[src/rtl/multicycle_ctrl.sv]
`default_nettype none
// ============================================================================
//  Module   : multicycle_ctrl
//  Brief    : Main control FSM of the multi-cycle MIPS core. Sequences the
//             shared datapath through fetch/decode/execute/memory/write-back,
//             handles the ready/request memory handshake and counts retired
//             instructions.
//  Revision : 1.0  initial release
// ============================================================================

// Opcode and ALU encodings; guarded so a shared common.svh definition wins.
`ifndef RTYPE
`define RTYPE 6'b000000
`endif
`ifndef LW
`define LW    6'b100011
`endif
`ifndef SW
`define SW    6'b101011
`endif
`ifndef BEQ
`define BEQ   6'b000100
`endif
`ifndef BNE
`define BNE   6'b000101
`endif
`ifndef ADDI
`define ADDI  6'b001000
`endif
`ifndef ORI
`define ORI   6'b001101
`endif
`ifndef ANDI
`define ANDI  6'b001100
`endif
`ifndef SLTI
`define SLTI  6'b001010
`endif
`ifndef J
`define J     6'b000010
`endif
`ifndef ALU_AND
`define ALU_AND    3'b000
`endif
`ifndef ALU_OR
`define ALU_OR     3'b001
`endif
`ifndef ALU_ADD
`define ALU_ADD    3'b010
`endif
`ifndef ALU_NO_USE
`define ALU_NO_USE 3'b011
`endif
`ifndef ALU_SLT
`define ALU_SLT    3'b111
`endif

module multicycle_ctrl (
   input  logic        clk,
   input  logic        resetn,
   input  logic [5:0]  op,
   input  logic        eq,
   input  logic        mem_ready,
   output logic        mem_req,
   output logic        mem_we,
   output logic        iord,
   output logic        irwrite,
   output logic        pcen,
   output logic [1:0]  pcsrc,
   output logic        alusrca,
   output logic [1:0]  alusrcb,
   output logic [2:0]  aluop,
   output logic        regdst,
   output logic        memtoreg,
   output logic        regwrite,
   output logic        illegal_op,
   output logic [31:0] instret
);

   typedef enum logic [3:0] {
      S_BOOT    = 4'd0,
      S_FETCH   = 4'd1,
      S_DECODE  = 4'd2,
      S_MEMADR  = 4'd3,
      S_MEMRD   = 4'd4,
      S_MEMWB   = 4'd5,
      S_MEMWR   = 4'd6,
      S_EXEC    = 4'd7,
      S_ALUWB   = 4'd8,
      S_IMMEXEC = 4'd9,
      S_IMMWB   = 4'd10,
      S_BRANCH  = 4'd11,
      S_JUMP    = 4'd12
   } state_t;

   state_t      r_state;
   state_t      w_next;
   logic [31:0] r_instret;
   logic        w_retire;

   assign instret = r_instret;

   // State register; reset parks the FSM in BOOT so every output reads 0.
   always_ff @(posedge clk or negedge resetn) begin
      if (!resetn) r_state <= S_BOOT;
      else         r_state <= w_next;
   end

   // Retired-instruction counter, wraps naturally at 2^32.
   always_ff @(posedge clk or negedge resetn) begin
      if (!resetn)       r_instret <= 32'd0;
      else if (w_retire) r_instret <= r_instret + 32'd1;
   end

   // Next-state and output decode; retire marks the step back into FETCH.
   always_comb begin
      w_next     = r_state;
      w_retire   = 1'b0;
      mem_req    = 1'b0;
      mem_we     = 1'b0;
      iord       = 1'b0;
      irwrite    = 1'b0;
      pcen       = 1'b0;
      pcsrc      = 2'b00;
      alusrca    = 1'b0;
      alusrcb    = 2'b00;
      aluop      = `ALU_ADD;
      regdst     = 1'b0;
      memtoreg   = 1'b0;
      regwrite   = 1'b0;
      illegal_op = 1'b0;
      case (r_state)
         S_BOOT: begin
            aluop  = 3'b000;
            w_next = S_FETCH;
         end
         S_FETCH: begin
            mem_req = 1'b1;
            alusrcb = 2'b01;
            irwrite = mem_ready;
            pcen    = mem_ready;
            if (mem_ready) w_next = S_DECODE;
         end
         S_DECODE: begin
            alusrcb = 2'b11;
            case (op)
               `LW, `SW:                   w_next = S_MEMADR;
               `RTYPE:                     w_next = S_EXEC;
               `ADDI, `ORI, `ANDI, `SLTI:  w_next = S_IMMEXEC;
               `BEQ, `BNE:                 w_next = S_BRANCH;
               `J:                         w_next = S_JUMP;
               default: begin
                  illegal_op = 1'b1;
                  w_next     = S_FETCH;
               end
            endcase
         end
         S_MEMADR: begin
            alusrca = 1'b1;
            alusrcb = 2'b10;
            w_next  = (op == `SW) ? S_MEMWR : S_MEMRD;
         end
         S_MEMRD: begin
            mem_req = 1'b1;
            iord    = 1'b1;
            if (mem_ready) w_next = S_MEMWB;
         end
         S_MEMWB: begin
            regwrite = 1'b1;
            memtoreg = 1'b1;
            w_next   = S_FETCH;
            w_retire = 1'b1;
         end
         S_MEMWR: begin
            mem_req = 1'b1;
            mem_we  = 1'b1;
            iord    = 1'b1;
            if (mem_ready) begin
               w_next   = S_FETCH;
               w_retire = 1'b1;
            end
         end
         S_EXEC: begin
            alusrca = 1'b1;
            aluop   = `ALU_NO_USE;
            w_next  = S_ALUWB;
         end
         S_ALUWB: begin
            regwrite = 1'b1;
            regdst   = 1'b1;
            w_next   = S_FETCH;
            w_retire = 1'b1;
         end
         S_IMMEXEC: begin
            alusrca = 1'b1;
            alusrcb = 2'b10;
            case (op)
               `ORI:    aluop = `ALU_OR;
               `ANDI:   aluop = `ALU_AND;
               `SLTI:   aluop = `ALU_SLT;
               default: aluop = `ALU_ADD;
            endcase
            w_next = S_IMMWB;
         end
         S_IMMWB: begin
            regwrite = 1'b1;
            w_next   = S_FETCH;
            w_retire = 1'b1;
         end
         S_BRANCH: begin
            pcsrc    = 2'b01;
            pcen     = (op == `BNE) ? ~eq : eq;
            w_next   = S_FETCH;
            w_retire = 1'b1;
         end
         S_JUMP: begin
            pcsrc    = 2'b10;
            pcen     = 1'b1;
            w_next   = S_FETCH;
            w_retire = 1'b1;
         end
         default: begin
            aluop  = 3'b000;
            w_next = S_BOOT;
         end
      endcase
   end

endmodule
`default_nettype wire

[config.mk]
export PLATFORM = sky130hd
export DESIGN_NAME = multicycle_ctrl
export DESIGN_NICKNAME = d
export VERILOG_FILES = /design/src/rtl/multicycle_ctrl.sv
export SDC_FILE = /design/constraint.sdc
export NUM_CORES = 1
export LEC_CHECK = 0
export CAP_MARGIN = 5
export CORE_MARGIN = 1
export CORE_UTILIZATION = 50
export CTS_BUF_LIST = sky130_fd_sc_hd__clkbuf_16
export DETAILED_ROUTE_END_ITERATION = 6
export HOLD_SLACK_MARGIN = 0.06
export MAX_ROUTING_LAYER = met4
export PLACE_DENSITY_LB_ADDON = 0.3
export SETUP_SLACK_MARGIN = 0.1
export SLEW_MARGIN = 20
export SYNTH_ARGS = -nofsm -noshare
export SYNTH_HDL_FRONTEND = slang
export SYNTH_SLANG_ARGS = --single-unit
[constraint.sdc]
create_clock -name clk -period 3.4 [get_ports clk]
set_clock_uncertainty 0.05 [all_clocks]
set_input_delay 0.51 -clock clk [delete_from_list [all_inputs] [get_ports clk]]
set_output_delay 0.51 -clock clk [all_outputs]
set_load 0.005 [all_outputs]
==> results of run 1 <==
synth_stat cells, types with 3 or more instances:
| master | n | area share (%) |
|---|---|---|
| a21oi_1 | 10 | 2.4 |
| and3_1 | 14 | 4.1 |
| buf_2 | 4 | 0.94 |
| clkbuf_1 | 5 | 0.88 |
| dfrtp_1 | 36 | 42 |
| inv_1 | 4 | 0.71 |
| nand2_1 | 10 | 1.8 |
| nand2b_1 | 8 | 2.4 |
| nand3_1 | 21 | 4.9 |
| nand3_2 | 5 | 2.4 |
| nand4_1 | 7 | 2.1 |
| nand4b_1 | 3 | 1.2 |
| nor2_1 | 16 | 2.8 |
| nor2b_1 | 5 | 1.5 |
| nor3_1 | 7 | 1.6 |
| o21a_1 | 3 | 1.1 |
| o21ai_0 | 3 | 0.71 |
| xnor2_1 | 30 | 12 |
power breakdown:
group / switching, mW / leakage (nW) / total, mW / internal, mW
Combinational: 0.255 / 0.608 / 0.581 / 0.326
Sequential: 0.108 / 0.484 / 0.585 / 0.477
Clock: 0.171 / 0.0798 / 0.514 / 0.344
worst paths after layout:
kind / from / endpoint
worst max-delay path: op[3] / pcen
worst min-delay path: instret[31] / instret[31]
min in group asynchronous: resetn / instret[12]
worst max register to register: r_state[2] / instret[26]
worst min register to register: instret[31] / instret[31]
max in group asynchronous: resetn / r_state[3]
state kept, by name, summed over array words and instances (netlist names):
name / cells
r_state: 4
instret: 32
layout by cell type (no fill, tap or decap), drive strengths merged, types with 2 or more instances in the layout:
cell / n
a21oi: 11
buf: 4
nand2: 10
xnor2: 30
o21a: 3
and4: 2
o32ai: 2
nor2b: 5
nand2b: 8
dfrtp: 36
o21bai: 2
inv: 4
and3: 14
o21ai: 3
clkdlybuf4s50: 58
or2: 2
nand3: 26
a31oi: 2
nor3: 8
xor2: 2
nor2: 16
and2: 2
clkbuf: 5
nand4: 7
a21o: 2
nand4b: 3
cells by family (layout without fill, tap and decap cells):
| kind of cell | Yosys count | in the layout |
|---|---|---|
| xor gates and xnor gates | 32 | 32 |
| and+or+nand+nor | 108 | 108 |
| AOI/OAI and AO/OA | 32 | 32 |
| buffers and inverters | 15 | 74 |
| adders and majority gates | 1 | 1 |
| DFF | 36 | 36 |
| muxes | 1 | 1 |
area by class of cell:
cell class,instances,share of cell area (%)
multi-input combinational,174,39.6
sequential,36,31.0
timing repair buffer,62,21.0
clock buffer,5,4.30
tap,50,2.15
clock inverter,3,1.46
inverter,4,0.516
worst reg2reg max path, delay by kind of cell (launching register included):
| kind | cells | cell delay, ps |
|---|---|---|
| compound gates | 2 | 380 |
| simple gates | 2 | 540 |
| xor+xnor | 1 | 150 |
| buf+inv | 1 | 240 |
| flops | 1 | 550 |
per-layer routing:
metal	track usage, %	vias to the layer above
met3	4.56	8
met5	-	-
met1	32.1	911
met4	7.98	0
met2	33.8	59
li1	-	923
through the flow:
| step | instance area, sq um | hold WS (ps) |
|---|---|---|
| floorplan | 2130 | 164 |
| global placement | 2740 | 411 |
| detailed placement | 2740 | 419 |
| CTS | 2910 | 426 |
| global route | 2910 | 445 |
| finish | 2910 | 422 |
==> results.json, run 1 <==
{
  "regArea_sq_um": 901,
  "cp_max_fo": 6,
  "finalHoldViolations": 0,
  "crit_cells": 7,
  "gp_congestion": 0.939,
  "slowest_stage": "clkdlybuf4s50_1",
  "synth-compound-area-share_pct": 10.3,
  "die_x_um": 67.2,
  "p_leak_nw": 1.17,
  "root_buffer": "clkbuf_16",
  "grt_pass1_wl_mm": 7.72,
  "avgSynthCellArea_sq_um": 9.46,
  "synth_edf_count": 0,
  "final_cells": 334,
  "wl_per_cell_um": 14.3,
  "critPathCaptureType": "output port",
  "postCtsHoldBufs": 0,
  "wl_met1_mm": 2.22,
  "hp-class": "flip-flop to flip-flop",
  "max_stage_delay_ps": 520,
  "antenna_found_initial": 0,
  "rsz0062_at_grt": "no",
  "cp.required_ps": 2840,
  "rrSetupSlack_ps": 1380,
  "wl_mm": 4.77,
  "preCtsSetupSlack_ps": 344,
  "tns_ps": 0,
  "htree_levels": 2,
  "synth_xor_area_share_pct": 13.2,
  "synthMuxAreaShare_pct": 0.529,
  "dp_cells": 326,
  "crit_path_frequent_cell": "clkdlybuf4s50_1",
  "core_area_sq_um": 4060,
  "ys_ff_latch": 36,
  "synth_fa_ha_area_share_pct": 0.588,
  "synth_ff_type": "dfrtp_1",
  "cts_setup_buffers": 0,
  "fillers": 307,
  "hold_depth": 1,
  "cts.path.max_buffers": 2,
  "area_delta_synth_final_pct": 36.6,
  "crit_arrival_ps": 2510,
  "finalNetCount": 294,
  "critPathBufInv": 2,
  "ant_nets": 0,
  "fin_crit_sh_pct": 90.3,
  "synthDistinctLibCells": 43,
  "fmax_ghz": 0.326,
  "cts_buffers": 5,
  "final_util_pct": 71.7,
  "via_per_inst": 5.69,
  "drv_cap": 0,
  "cts_num_sinks": 36,
  "core.rowCount": 23,
  "route.met2.wl_mm": 2.27,
  "synth_top_family_by_area": "simple AND/OR/NAND/NOR gates",
  "ys_warn_count": 0,
  "io_buffers": 58,
  "syn_nets": 236,
  "start_util_pct": 52.5,
  "critPathLaunchType": "primary input",
  "drt_first_pass_iters": 5,
  "setup_ws_ps": 328,
  "relSlewSlack_pct": 57.0,
  "cp_top_family": "buffers and inverters",
  "clock_latency_ps": 270,
  "dpl.hpwl_mm": 3.29,
  "setup_viol": 0,
  "grt_use_total_pct": 23.2,
  "io_pins": 59,
  "cp_cell_sequence": "clkdlybuf4s50_1 > nor3_1 > nand3_1 > xnor2_1 > a31oi_1 > o21bai_1 > clkdlybuf4s50_1",
  "syn_inst": 225,
  "slew_violations": 0,
  "synthArstFlopShare_pct": 100,
  "worstSetupPathType": "primary input to output port",
  "cts_tree": "built",
  "drive_gt1_share_pct": 8.10,
  "multi_input_area_sq_um": 1150,
  "ys_seq_area_share_pct": 42.3,
  "p_per_area_nw_per_um2": 578,
  "grt_pass1_vias": 1641,
  "remaining_drc_errors": 0,
  "die_y_um": 67.2,
  "drtIter0Drc": 136,
  "ctsResizeCount": 0,
  "syn_area_sq_um": 2130,
  "synthSimpleGateAreaFrac_pct": 29.5,
  "overflow": 0,
  "dieArea_sq_um": 4520,
  "antenna_cells": 0,
  "irDropWorstVdd_mv": 0.497,
  "grt_start_max_net_pins": 37,
  "wl_met3_um": 226,
  "top_layer": "met4",
  "vias": 1901,
  "status": "completed",
  "path_clk_slew_ps": 60,
  "ff2ff_path_depth": 6,
  "period_needed_ps": 3070,
  "power_mw": 1.68,
  "tightest_slew_ps": 629
}
Note: power is estimated with default switching activity, not from simulation.
==> run 2: changes to the inputs <==
--- a/config.mk
+++ b/config.mk
@@ -10,7 +10,7 @@
 export CORE_UTILIZATION = 50
 export CTS_BUF_LIST = sky130_fd_sc_hd__clkbuf_16
 export DETAILED_ROUTE_END_ITERATION = 6
-export HOLD_SLACK_MARGIN = 0.06
+export HOLD_SLACK_MARGIN = 0.15
 export MAX_ROUTING_LAYER = met4
 export PLACE_DENSITY_LB_ADDON = 0.3
 export SETUP_SLACK_MARGIN = 0.1
==> results of run 2 <==
No change in the layout: final DEF, timing and power equal those of run 1.
==> run 3: changes to the inputs <==
--- a/config.mk
+++ b/config.mk
@@ -6,15 +6,17 @@
 export NUM_CORES = 1
 export LEC_CHECK = 0
 export CAP_MARGIN = 5
+export CELL_PAD_IN_SITES_DETAIL_PLACEMENT = 1
+export CELL_PAD_IN_SITES_GLOBAL_PLACEMENT = 2
 export CORE_MARGIN = 1
-export CORE_UTILIZATION = 50
+export CORE_UTILIZATION = 31
 export CTS_BUF_LIST = sky130_fd_sc_hd__clkbuf_16
 export DETAILED_ROUTE_END_ITERATION = 6
 export HOLD_SLACK_MARGIN = 0.15
 export MAX_ROUTING_LAYER = met4
 export PLACE_DENSITY_LB_ADDON = 0.3
 export SETUP_SLACK_MARGIN = 0.1
-export SLEW_MARGIN = 20
+export SLEW_MARGIN = 15
 export SYNTH_ARGS = -nofsm -noshare
 export SYNTH_HDL_FRONTEND = slang
 export SYNTH_SLANG_ARGS = --single-unit
==> results.json, run 3 (same netlist as run 1, synthesis figures left out) <==
{
  "vias": 1886,
  "regArea_sq_um": 901,
  "area_delta_synth_final_pct": 36.9,
  "path_clk_slew_ps": 50,
  "clock_latency_ps": 270,
  "root_buffer": "clkbuf_16",
  "critPathLaunchType": "primary input",
  "io_buffers": 58,
  "core_area_sq_um": 6490,
  "rsz0062_at_grt": "no",
  "cp_cell_sequence": "clkdlybuf4s50_1 > or2_2 > a2111oi_0 > nor3_1 > clkdlybuf4s50_1",
  "cp.required_ps": 2840,
  "status": "complete, but fails checks",
  "critPathCaptureType": "output port",
  "remaining_drc_errors": 2,
  "gp_congestion": 0.774,
  "postCtsHoldBufs": 0,
  "fmax_ghz": 0.328,
  "cts_tree": "built",
  "max_stage_delay_ps": 570,
  "cts_num_sinks": 36,
  "finalHoldViolations": 0,
  "crit_path_frequent_cell": "clkdlybuf4s50_1",
  "worstSetupPathType": "primary input to output port",
  "gr-usage-met3_pct": 3.02,
  "p_leak_nw": 1.17,
  "io_pins": 59,
  "start_util_pct": 32.8,
  "overflow": 0,
  "htree_levels": 2,
  "drive_gt1_share_pct": 7.72,
  "grt_start_max_net_pins": 37,
  "cts.path.max_buffers": 2,
  "wl_mm": 5.63,
  "grt-busiest-layer": "met2",
  "dpl.hpwl_mm": 4.04,
  "ant_nets": 0,
  "layout_common_cells": "57 x clkdlybuf4s50_1, 36 x dfrtp_1, 30 x xnor2_1, 21 x nand3_1, 16 x nor2_1",
  "antenna_found_initial": 0,
  "cts_buffers": 5,
  "final_common_cell": "clkdlybuf4s50_1",
  "slew_violations": 0,
  "cp_max_fo": 4,
  "cts_setup_buffers": 0,
  "wl_per_cell_um": 15.6,
  "drt_first_pass_iters": 7,
  "use_met1_pct": 23.7,
  "irDropWorstVdd_mv": 0.490,
  "preCtsSetupSlack_ps": 418,
  "slowest_stage": "a2111oi_0",
  "multi_input_area_sq_um": 1150,
  "crit_arrival_ps": 2480,
  "tns_ps": 0,
  "drtIter0Drc": 61,
  "fillers": 746,
  "setup_ws_ps": 356,
  "via_per_inst": 5.21,
  "period_needed_ps": 3040,
  "die_x_um": 84.9,
  "setup_viol": 0,
  "grt_use_total_pct": 17.4,
  "violations": "design-rule violations",
  "antenna_cells": 0,
  "grt_pass1_vias": 1952,
  "ctsResizeCount": 0,
  "fin_crit_sh_pct": 89.5,
  "p_per_area_nw_per_um2": 558,
  "dieArea_sq_um": 7200,
  "tightest_slew_ps": 909,
  "grt_pass1_wl_mm": 9.68,
  "finalNetCount": 295,
  "drv_cap": 0,
  "largest_reg_flops": 32,
  "grtUsageMet2_pct": 27.2,
  "final_util_pct": 44.8,
  "hp-class": "primary input to asynchronous set/reset pin",
  "core.rowCount": 29,
  "relSlewSlack_pct": 39.4,
  "die_y_um": 84.9
}
-- run 3: cell types whose count changed in the layout (fill, tap and decap cells not counted) --
cell             previous run  this run
clkbuf_2                    0         1
inv_1                       4         6
clkdlybuf4s50_1            58        57
clkinv_2                    1         0
clkinvlp_4                  1         0
buf_4                       4         5
clkinv_1                    0         1
bufinv_16                   1         0
-- run 3: report_power, final --
group / internal, mW / switching, mW / leakage [nW] / total (mW)
Clock: 0.263 / 0.157 / 0.0738 / 0.420
Combinational: 0.334 / 0.301 / 0.613 / 0.635
Sequential: 0.478 / 0.0923 / 0.484 / 0.570
Total: 1.07 / 0.550 / 1.17 / 1.62
-- run 3: final timing paths --
kind / from / end / cells after the start / slack (ps)
worst max-delay path: op[5] / illegal_op / 5 / 360
worst min-delay path: resetn / instret[31] / 1 / 300
worst max register to register: r_state[2] / instret[26] / 6 / 1340
worst min register to register: instret[31] / instret[31] / 1 / 420
max in group asynchronous: resetn / instret[8] / 1 / 2420
min in group clk: instret[31] / instret[31] / 1 / 420
-- run 3: layout make-up --
type	count	area share, %
Multi-Input combinational cell	174	39.5
Sequential cell	36	30.9
Timing Repair Buffer	63	21.0
Clock buffer	5	4.30
Tap cell	77	3.31
Inverter	4	0.515
Clock inverter	3	0.387
-- run 3: routing by layer --
layer | vias to the layer above | routed length [um]
met5 | - | 0
met4 | 0 | 23
met3 | 2 | 193
met2 | 40 | 2650
met1 | 923 | 2770
li1 | 921 | -
-- run 3: stage by stage --
stage          cell area, sq um  cells  hold WS (ps)  total power [mW]
2_1_floorplan              2130    225           164             0.906
3_3_place_gp               2780    354           413              1.21
3_5_place_dp               2780    354           419              1.22
4_1_cts                    2910    362           357              1.66
5_1_grt                    2910    362           398              1.75
6_report                   2910    362           305              1.62
-- run 3: critical path: cells and delay by family --
family                 cells  cell delay [ps]
buffers and inverters      2              950
AOI/OAI and AO/OA          1              570
and+or+nand+nor            2              450
